[src/rtl/gcm_pkg.sv]
// Shared definitions for the GCM tag verifier.
//   GCM_BLK_W   : GHASH block width in bits.
//   GCM_R       : GF(2^128) reduction constant (0xE1 << 120) in GCM bit order.
//   gcm_state_t : verifier FSM states.
package gcm_pkg;

  localparam int GCM_BLK_W = 128;
  localparam logic [GCM_BLK_W-1:0] GCM_R = {8'he1, 120'd0};

  typedef enum logic [1:0] {
    IDLE     = 2'd0,
    WAIT_BLK = 2'd1,
    MULT     = 2'd2,
    FINAL    = 2'd3
  } gcm_state_t;

endpackage

[src/rtl/ghash_digit_step.sv]
// One DIGIT-bit slice of the GF(2^128) shift-and-add multiply.
//   z_in / v_in   : running product and shifted multiplicand before this slice
//   x_dig         : next DIGIT multiplier bits, x_dig[DIGIT-1] consumed first
//   z_out / v_out : running product and multiplicand after this slice
// Purely combinational.
module ghash_digit_step
  import gcm_pkg::*;
#(
  parameter int DIGIT = 8
) (
  input  logic [GCM_BLK_W-1:0] z_in,
  input  logic [GCM_BLK_W-1:0] v_in,
  input  logic [DIGIT-1:0]     x_dig,
  output logic [GCM_BLK_W-1:0] z_out,
  output logic [GCM_BLK_W-1:0] v_out
);

  logic [GCM_BLK_W-1:0] z_t;
  logic [GCM_BLK_W-1:0] v_t;

  always_comb begin
    z_t = z_in;
    v_t = v_in;
    for (int i = DIGIT - 1; i >= 0; i--) begin
      if (x_dig[i]) z_t = z_t ^ v_t;
      // GCM bit order: shifting right multiplies by x; a bit falling off
      // the end folds back through the reduction polynomial.
      v_t = (v_t >> 1) ^ (v_t[0] ? GCM_R : '0);
    end
    z_out = z_t;
    v_out = v_t;
  end

endmodule

[src/rtl/gcm_tag_verify.sv]
// GCM tag verifier: runs GHASH over a block stream, forms T = GHASH ^ E(K,J0)
// and compares it against a received tag.
// Ports:
//   clk, rst (async, active-high)
//   start, h_key, ek_j0, tag_in : begin a message and latch its operands
//   blk_valid/blk_ready/blk_data/blk_last : block stream, blk_last marks the
//                                           length block
//   busy, done, tag_ok           : status, one-cycle verdict pulse, verdict
//   tag_out                      : computed tag (only with GCM_TAG_OUT_EN)
//   state_dbg                    : current FSM state
// Build option: define GCM_TAG_OUT_EN to expose the computed tag on tag_out;
// otherwise tag_out is tied to zero and no tag register exists.
//
// Handshake: a block transfers on a rising edge where blk_valid and blk_ready
// are both 1. blk_ready is 1 only in WAIT_BLK; blk_valid is ignored
// elsewhere, so a source may hold it high across the multiply.
module gcm_tag_verify
  import gcm_pkg::*;
#(
  parameter int DIGIT = 8
) (
  input  logic                 clk,
  input  logic                 rst,
  input  logic                 start,
  input  logic [GCM_BLK_W-1:0] h_key,
  input  logic [GCM_BLK_W-1:0] ek_j0,
  input  logic [GCM_BLK_W-1:0] tag_in,
  input  logic                 blk_valid,
  output logic                 blk_ready,
  input  logic [GCM_BLK_W-1:0] blk_data,
  input  logic                 blk_last,
  output logic                 busy,
  output logic                 done,
  output logic                 tag_ok,
  output logic [GCM_BLK_W-1:0] tag_out,
  output gcm_state_t           state_dbg
);

  localparam int N_STEPS = GCM_BLK_W / DIGIT;
  localparam logic [7:0] LAST_STEP = 8'(N_STEPS - 1);

  gcm_state_t           state_q, state_d;
  logic [GCM_BLK_W-1:0] h_q, h_d;
  logic [GCM_BLK_W-1:0] ek_q, ek_d;
  logic [GCM_BLK_W-1:0] tin_q, tin_d;
  logic [GCM_BLK_W-1:0] y_q, y_d;
  logic [GCM_BLK_W-1:0] x_q, x_d;
  logic [GCM_BLK_W-1:0] z_q, z_d;
  logic [GCM_BLK_W-1:0] v_q, v_d;
  logic                 last_q, last_d;
  logic [7:0]           cnt_q, cnt_d;
  logic                 tag_ok_q, tag_ok_d;

  logic [GCM_BLK_W-1:0] z_step;
  logic [GCM_BLK_W-1:0] v_step;
  logic [GCM_BLK_W-1:0] t_val;
  logic                 tag_match;

  // Multiplier bits are consumed MSB first; x_q shifts left every cycle.
  ghash_digit_step #(.DIGIT(DIGIT)) u_step (
    .z_in  (z_q),
    .v_in  (v_q),
    .x_dig (x_q[GCM_BLK_W-1 -: DIGIT]),
    .z_out (z_step),
    .v_out (v_step)
  );

  assign t_val     = y_q ^ ek_q;
  // Full-width equality: every bit participates, no early exit.
  assign tag_match = (t_val == tin_q);

  always_comb begin
    state_d  = state_q;
    h_d      = h_q;
    ek_d     = ek_q;
    tin_d    = tin_q;
    y_d      = y_q;
    x_d      = x_q;
    z_d      = z_q;
    v_d      = v_q;
    last_d   = last_q;
    cnt_d    = cnt_q;
    tag_ok_d = tag_ok_q;
    if (start) begin
      // start wins over everything, including an in-flight multiply.
      state_d  = WAIT_BLK;
      h_d      = h_key;
      ek_d     = ek_j0;
      tin_d    = tag_in;
      y_d      = '0;
      x_d      = '0;
      z_d      = '0;
      v_d      = '0;
      last_d   = 1'b0;
      cnt_d    = '0;
      tag_ok_d = 1'b0;
    end else begin
      case (state_q)
        WAIT_BLK: begin
          if (blk_valid) begin
            x_d     = y_q ^ blk_data;
            z_d     = '0;
            v_d     = h_q;
            last_d  = blk_last;
            cnt_d   = '0;
            state_d = MULT;
          end
        end
        MULT: begin
          z_d   = z_step;
          v_d   = v_step;
          x_d   = x_q << DIGIT;
          cnt_d = cnt_q + 8'd1;
          if (cnt_q == LAST_STEP) begin
            y_d     = z_step;
            state_d = last_q ? FINAL : WAIT_BLK;
          end
        end
        FINAL: begin
          tag_ok_d = tag_match;
          state_d  = IDLE;
        end
        default: ;
      endcase
    end
  end

  always_ff @(posedge clk or posedge rst) begin
    if (rst) begin
      state_q  <= IDLE;
      h_q      <= '0;
      ek_q     <= '0;
      tin_q    <= '0;
      y_q      <= '0;
      x_q      <= '0;
      z_q      <= '0;
      v_q      <= '0;
      last_q   <= 1'b0;
      cnt_q    <= '0;
      tag_ok_q <= 1'b0;
    end else begin
      state_q  <= state_d;
      h_q      <= h_d;
      ek_q     <= ek_d;
      tin_q    <= tin_d;
      y_q      <= y_d;
      x_q      <= x_d;
      z_q      <= z_d;
      v_q      <= v_d;
      last_q   <= last_d;
      cnt_q    <= cnt_d;
      tag_ok_q <= tag_ok_d;
    end
  end

  assign blk_ready = (state_q == WAIT_BLK);
  assign busy      = (state_q != IDLE);
  assign done      = (state_q == FINAL);
  // The verdict is live during the FINAL cycle so it is valid alongside
  // done; the registered copy holds it afterwards.
  assign tag_ok    = done ? tag_match : tag_ok_q;
  assign state_dbg = state_q;

`ifdef GCM_TAG_OUT_EN
  logic [GCM_BLK_W-1:0] tag_out_q, tag_out_d;

  always_comb begin
    tag_out_d = tag_out_q;
    if (start)                  tag_out_d = '0;
    else if (state_q == FINAL)  tag_out_d = t_val;
  end

  always_ff @(posedge clk or posedge rst) begin
    if (rst) tag_out_q <= '0;
    else     tag_out_q <= tag_out_d;
  end

  assign tag_out = done ? t_val : tag_out_q;
`else
  assign tag_out = '0;
`endif

endmodule

[config.mk]
export PLATFORM = sky130hd
export DESIGN_NAME = gcm_tag_verify
export DESIGN_NICKNAME = d
export VERILOG_FILES = /design/src/rtl/gcm_pkg.sv /design/src/rtl/ghash_digit_step.sv /design/src/rtl/gcm_tag_verify.sv
export SDC_FILE = /design/constraint.sdc
export NUM_CORES = 2
export LEC_CHECK = 0
export ABC_AREA = 1
export CAP_MARGIN = 20
export CORE_ASPECT_RATIO = 1.1
export CORE_MARGIN = 3
export CORE_UTILIZATION = 47
export CTS_CLUSTER_DIAMETER = 100
export DETAILED_ROUTE_END_ITERATION = 16
export GPL_TIMING_DRIVEN = 0
export HOLD_SLACK_MARGIN = 0.05
export PLACE_DENSITY_LB_ADDON = 0.12
export SETUP_SLACK_MARGIN = 0.1
export SLEW_MARGIN = 20
export SYNTH_ARGS = -nofsm -noshare
export SYNTH_HDL_FRONTEND = slang
export SYNTH_SLANG_ARGS = --single-unit
[constraint.sdc]
create_clock -name clk -period 86.5 [get_ports clk]
set_input_delay 8.65 -clock clk [delete_from_list [all_inputs] [get_ports clk]]
set_output_delay 8.65 -clock clk [all_outputs]
set_load 0.02 [all_outputs]
==> results by group <==
Outcome
  – Status: finished clean

Timing
  – Slew @ Worst Pin: 1.23 ns
  – Final clock period utilization by the worst path: 0.147
  – Final number of setup-violating endpoints: 0
  – Worst Clk Skew: 0.0333 ns
  – Worst slew margin relative to its limit: 0.178
  – Total negative slack: 0 ns
  – Final critical-path required period: 12.76 ns
  – Maximum clock rate: 0.0784 GHz
  – Setup repair after global routing missed its margin: no
  – Smallest hold slack: 0.480 ns
  – Number of failing hold endpoints at the final stage: 0
  – Max-slew violation count: 0

Detailed routing
  – Number of remaining DRC errors: 0
  – Initial detailed-routing violation count: 6371
  – Routed wire length per instance: 25.9 µm
  – Length of the first detailed-routing pass in iterations: 6
  – Number of nets with antenna violations after routing: 0
  – Via count: 56100
  – Total length of routed wires: 266000 µm
  – Number of vias per cell after detailed routing: 5.45

Floorplanning
  – Starting utilization of the core area: 0.476
  – Number of placement rows: 133
  – Core footprint: 120000 µm²
  – Overall die height: 371 µm
  – Overall die area: 126000 µm²
  – Die outline width: 338 µm
  – Number of top-level pins: 651

Power and ir drop
  – Fraction of power consumed by combinational cells: 0.375
  – Power Total: 1.61 mW
  – Switching part of the total power: 0.417
  – Power share of the clock group: 0.293
  – P_int: 0.936 mW
  – Maximum vdd ir drop: 0.0167 mV
  – Power density normalized to cell area: 23.4 nW/µm²
  – Net switching power of the design: 0.670 mW
  – Leakage: 30.9 nW
  – Sequential group share of total power: 0.333

CTS
  – Num CTS Buffers: 102
  – TritonCTS clock tree: built
  – Count of clock tree sinks: 908
  – Root cell of the clock tree: sky130_fd_sc_hd__clkbuf_16
  – Clock input transition at the sequential cells of the worst setup and hold paths: 0.06 ns
  – Cts-stage hold buffer count: 0
  – Clk_lat worst skew: 0.75 ns
  – Largest buffer count on any clock path: 3
  – PostCTS Resize Cnt: 0
  – Number of H-tree levels: 3
  – Number of setup buffers added after CTS: 0

Yosys
  – Leading post-synthesis cells by cell area: sky130_fd_sc_hd__dfrtp_1 (40%), sky130_fd_sc_hd__nand2_1 (19%), sky130_fd_sc_hd__xnor2_1 (9.2%)
  – Avg Synthesized Cell Area: 7.31 µm²
  – Portion of the post-synthesis area used by sequential elements: 0.398
  – Synth Cell Area: 57100 µm²
  – Count of mapped cells out of synthesis: 7809
  – Total of flip-flops plus latches after synthesis: 908
  – Synth warnings: 0
  – Number of distinct standard cells referenced by the synthesized netlist: 37
  – Library cell occupying the most area in the post-synthesis netlist: sky130_fd_sc_hd__dfrtp_1
  – Area share of the largest cell type after synthesis: 0.398

GRT
  – Antenna violations before repair: 10
  – Total gr overflow: 0
  – Met2 global-route usage: 0.645
  – Global-route wire length before repair: 372000 µm
  – Pin count of the biggest net entering global routing: 102
  – Global-route usage over all layers: 0.411
  – Global routing usage on met3: 0.0791
  – Vias in the first global route: 52200
  – Global routing's busiest layer: met2
  – Routing usage on met1: 0.531

Setup path
  – Critical Path RT: 77.85 ns
  – Start-to-end type of the worst setup path: register to output port
  – Startpoint types: register
  – CP most frequent cell: sky130_fd_sc_hd__nor2_1
  – Critical-path maximum fanout: 4
  – Worst R2R Setup Slack: 82.86 ns
  – Crit end category: output port
  – Critical path depth: 13
  – Worst Reg2Reg Path Length in Cells: 9
  – Slowest CP cell: sky130_fd_sc_hd__nor2_1
  – Slowest cell delay on critical path: 0.67 ns
  – Critical-path cell list: or2_2 -> nand3_1 -> nand2_1 -> nor2_1 -> nand2_1 -> nor2_1 -> nand2_1 -> nor2_1 -> nand3_1 -> nor2_1 -> nor2_1 -> inv_1 -> clkdlybuf4s50_1
  – Crit Reg-Reg Startpoint: state_dbg[1]
  – Reg-to-reg critical path endpoint: x_q[123]
  – Crit path from: y_q[38]
  – Worst Path Arrival: 4.11 ns
  – Critical path buffer and inverter count: 2
  – Worst setup path end: tag_ok
  – Largest delay contributor family on the critical path: simple AND/OR/NAND/NOR gates

Layout
  – Number of fill cells in the layout: 11600
  – Combined flip-flop and latch cell area: 22700 µm²
  – Multi-input gate area: 29000 µm²
  – Fraction of layout cells with a size suffix above 1: 0.0592
  – Area growth syn-to-layout: 20.3%
  – Post-layout net count: 9090

Placed design
  – Placed wire-length estimate: 206000 µm
  – Buffers added on ports: 521
  – Placer Congestion: 1.00

Min path
  – Worst hold path type: register to register

Run
  – Max_cap viols: 0
## how the worst min path moves through the flow
| stage | startpoint | end | slack, ns | depth (start not counted) |
|---|---|---|---|---|
| 4_1_cts | h_q[124] | h_q[124] | 0.48 | 2 |
| 3_5_place_dp | h_q[124] | h_q[124] | 0.46 | 2 |
| 5_1_grt | x_q[33] | x_q[33] | 0.51 | 2 |
| 3_3_place_gp | h_q[124] | h_q[124] | 0.46 | 2 |
| 6_report | h_q[124] | h_q[124] | 0.48 | 2 |
| 2_1_floorplan | h_q[113] | h_q[113] | 0.44 | 2 |
## metrics by stage
stage	cell area [µm²]	setup slack, ns	utilization	instances
6_report	68600	73.74	0.572	10300
5_1_grt	68600	73.79	0.572	10300
4_1_cts	68600	73.80	0.572	10300
3_5_place_dp	65100	74.57	0.542	10100
3_3_place_gp	64800	39.71	0.540	10100
2_1_floorplan	57500	52.32	-	7936
## layer usage
metal  vias up  share of wire
met4         8          0.067
li1      25400              -
met3       671          0.097
met2      3177           0.44
met5         -        0.00020
met1     26800           0.39
## area by class of cell
type                       instances  area share
antenna                            4    0.000146
buffer                           625      0.0461
clock buffer                     140      0.0436
clock inverter                    47     0.00817
inverter                         708      0.0388
multi-input combinational       5695       0.422
sequential                       908       0.331
tap                             1620      0.0295
timing repair buffer             532      0.0802
## flip-flops by register name, indices dropped and copies added (netlist names)
signal     flops
ek_q         128
h_q          128
tin_q        128
v_q          128
x_q          128
y_q          128
z_q          128
cnt_q          8
state_dbg      2
last_q         1
tag_ok_q       1
## power by group through the flow
stage	combinational (mW)	clock, mW	sequential (mW)
6_report	0.602	0.470	0.534
5_1_grt	0.635	0.488	0.537
4_1_cts	0.583	0.472	0.530
3_5_place_dp	0.580	0	0.537
3_3_place_gp	0.572	0	0.539
2_1_floorplan	0.360	0	0.515
## cells by family after synthesis
logic type,count (synthesis),synth area share
and+or+nand+nor,3349,0.227
buffers and inverters,1333,0.102
AOI/OAI and AO/OA,1140,0.106
xor gates and xnor gates,1067,0.165
DFF,908,0.398
muxes,10,0.00175
adders and majority gates,1,0.000219
other,1,0.0000657
## cells in the mapped netlist, drive strengths merged
| master | n |
|---|---|
| o21ai | 806 |
| o31ai | 7 |
| nor3 | 4 |
| a21oi | 83 |
| o32ai | 3 |
| dfrtp | 908 |
| o2bb2ai | 2 |
| ha | 1 |
| clkbuf | 289 |
| nor4 | 3 |
| nor2 | 199 |
| mux2i | 10 |
| xnor2 | 599 |
| o211ai | 2 |
| conb | 1 |
| xor2 | 468 |
| nand2 | 2950 |
| o22ai | 237 |
| buf | 336 |
| nand4 | 25 |
| inv | 708 |
| nand3 | 150 |
| nand3b | 11 |
| or2 | 7 |
## cell usage in the layout (no fill, tap or decap), types with 7 or more instances in the layout
master and instances:
sky130_fd_sc_hd__nor2_1 196, sky130_fd_sc_hd__clkbuf_2 7, sky130_fd_sc_hd__conb_1 128, sky130_fd_sc_hd__clkdlybuf4s50_1 521
sky130_fd_sc_hd__clkinv_2 24, sky130_fd_sc_hd__nand2_1 2933, sky130_fd_sc_hd__buf_2 111, sky130_fd_sc_hd__nand3_1 150
sky130_fd_sc_hd__o21ai_1 213, sky130_fd_sc_hd__buf_6 19, sky130_fd_sc_hd__dfrtp_1 908, sky130_fd_sc_hd__clkbuf_8 23
sky130_fd_sc_hd__o31ai_1 7, sky130_fd_sc_hd__buf_1 66, sky130_fd_sc_hd__o21ai_0 591, sky130_fd_sc_hd__xor2_2 7
sky130_fd_sc_hd__clkbuf_1 294, sky130_fd_sc_hd__a21oi_1 82, sky130_fd_sc_hd__bufinv_16 9, sky130_fd_sc_hd__xnor2_1 598
sky130_fd_sc_hd__clkbuf_16 105, sky130_fd_sc_hd__xor2_1 461, sky130_fd_sc_hd__inv_2 11, sky130_fd_sc_hd__nand3b_1 11
sky130_fd_sc_hd__mux2i_1 10, sky130_fd_sc_hd__nand4_1 25, sky130_fd_sc_hd__buf_4 140, sky130_fd_sc_hd__inv_1 696
sky130_fd_sc_hd__nand2_2 17, sky130_fd_sc_hd__buf_16 10, sky130_fd_sc_hd__o22ai_1 237
## worst reg2reg max path, delay by kind of cell, from the launching register on
family | cells | cell delay, ns
DFF | 1 | 0.54
buffers and inverters | 5 | 1.90
and+or+nand+nor | 2 | 0.19
AOI/OAI and AO/OA | 2 | 0.78
(Power assumes the default switching activity.)
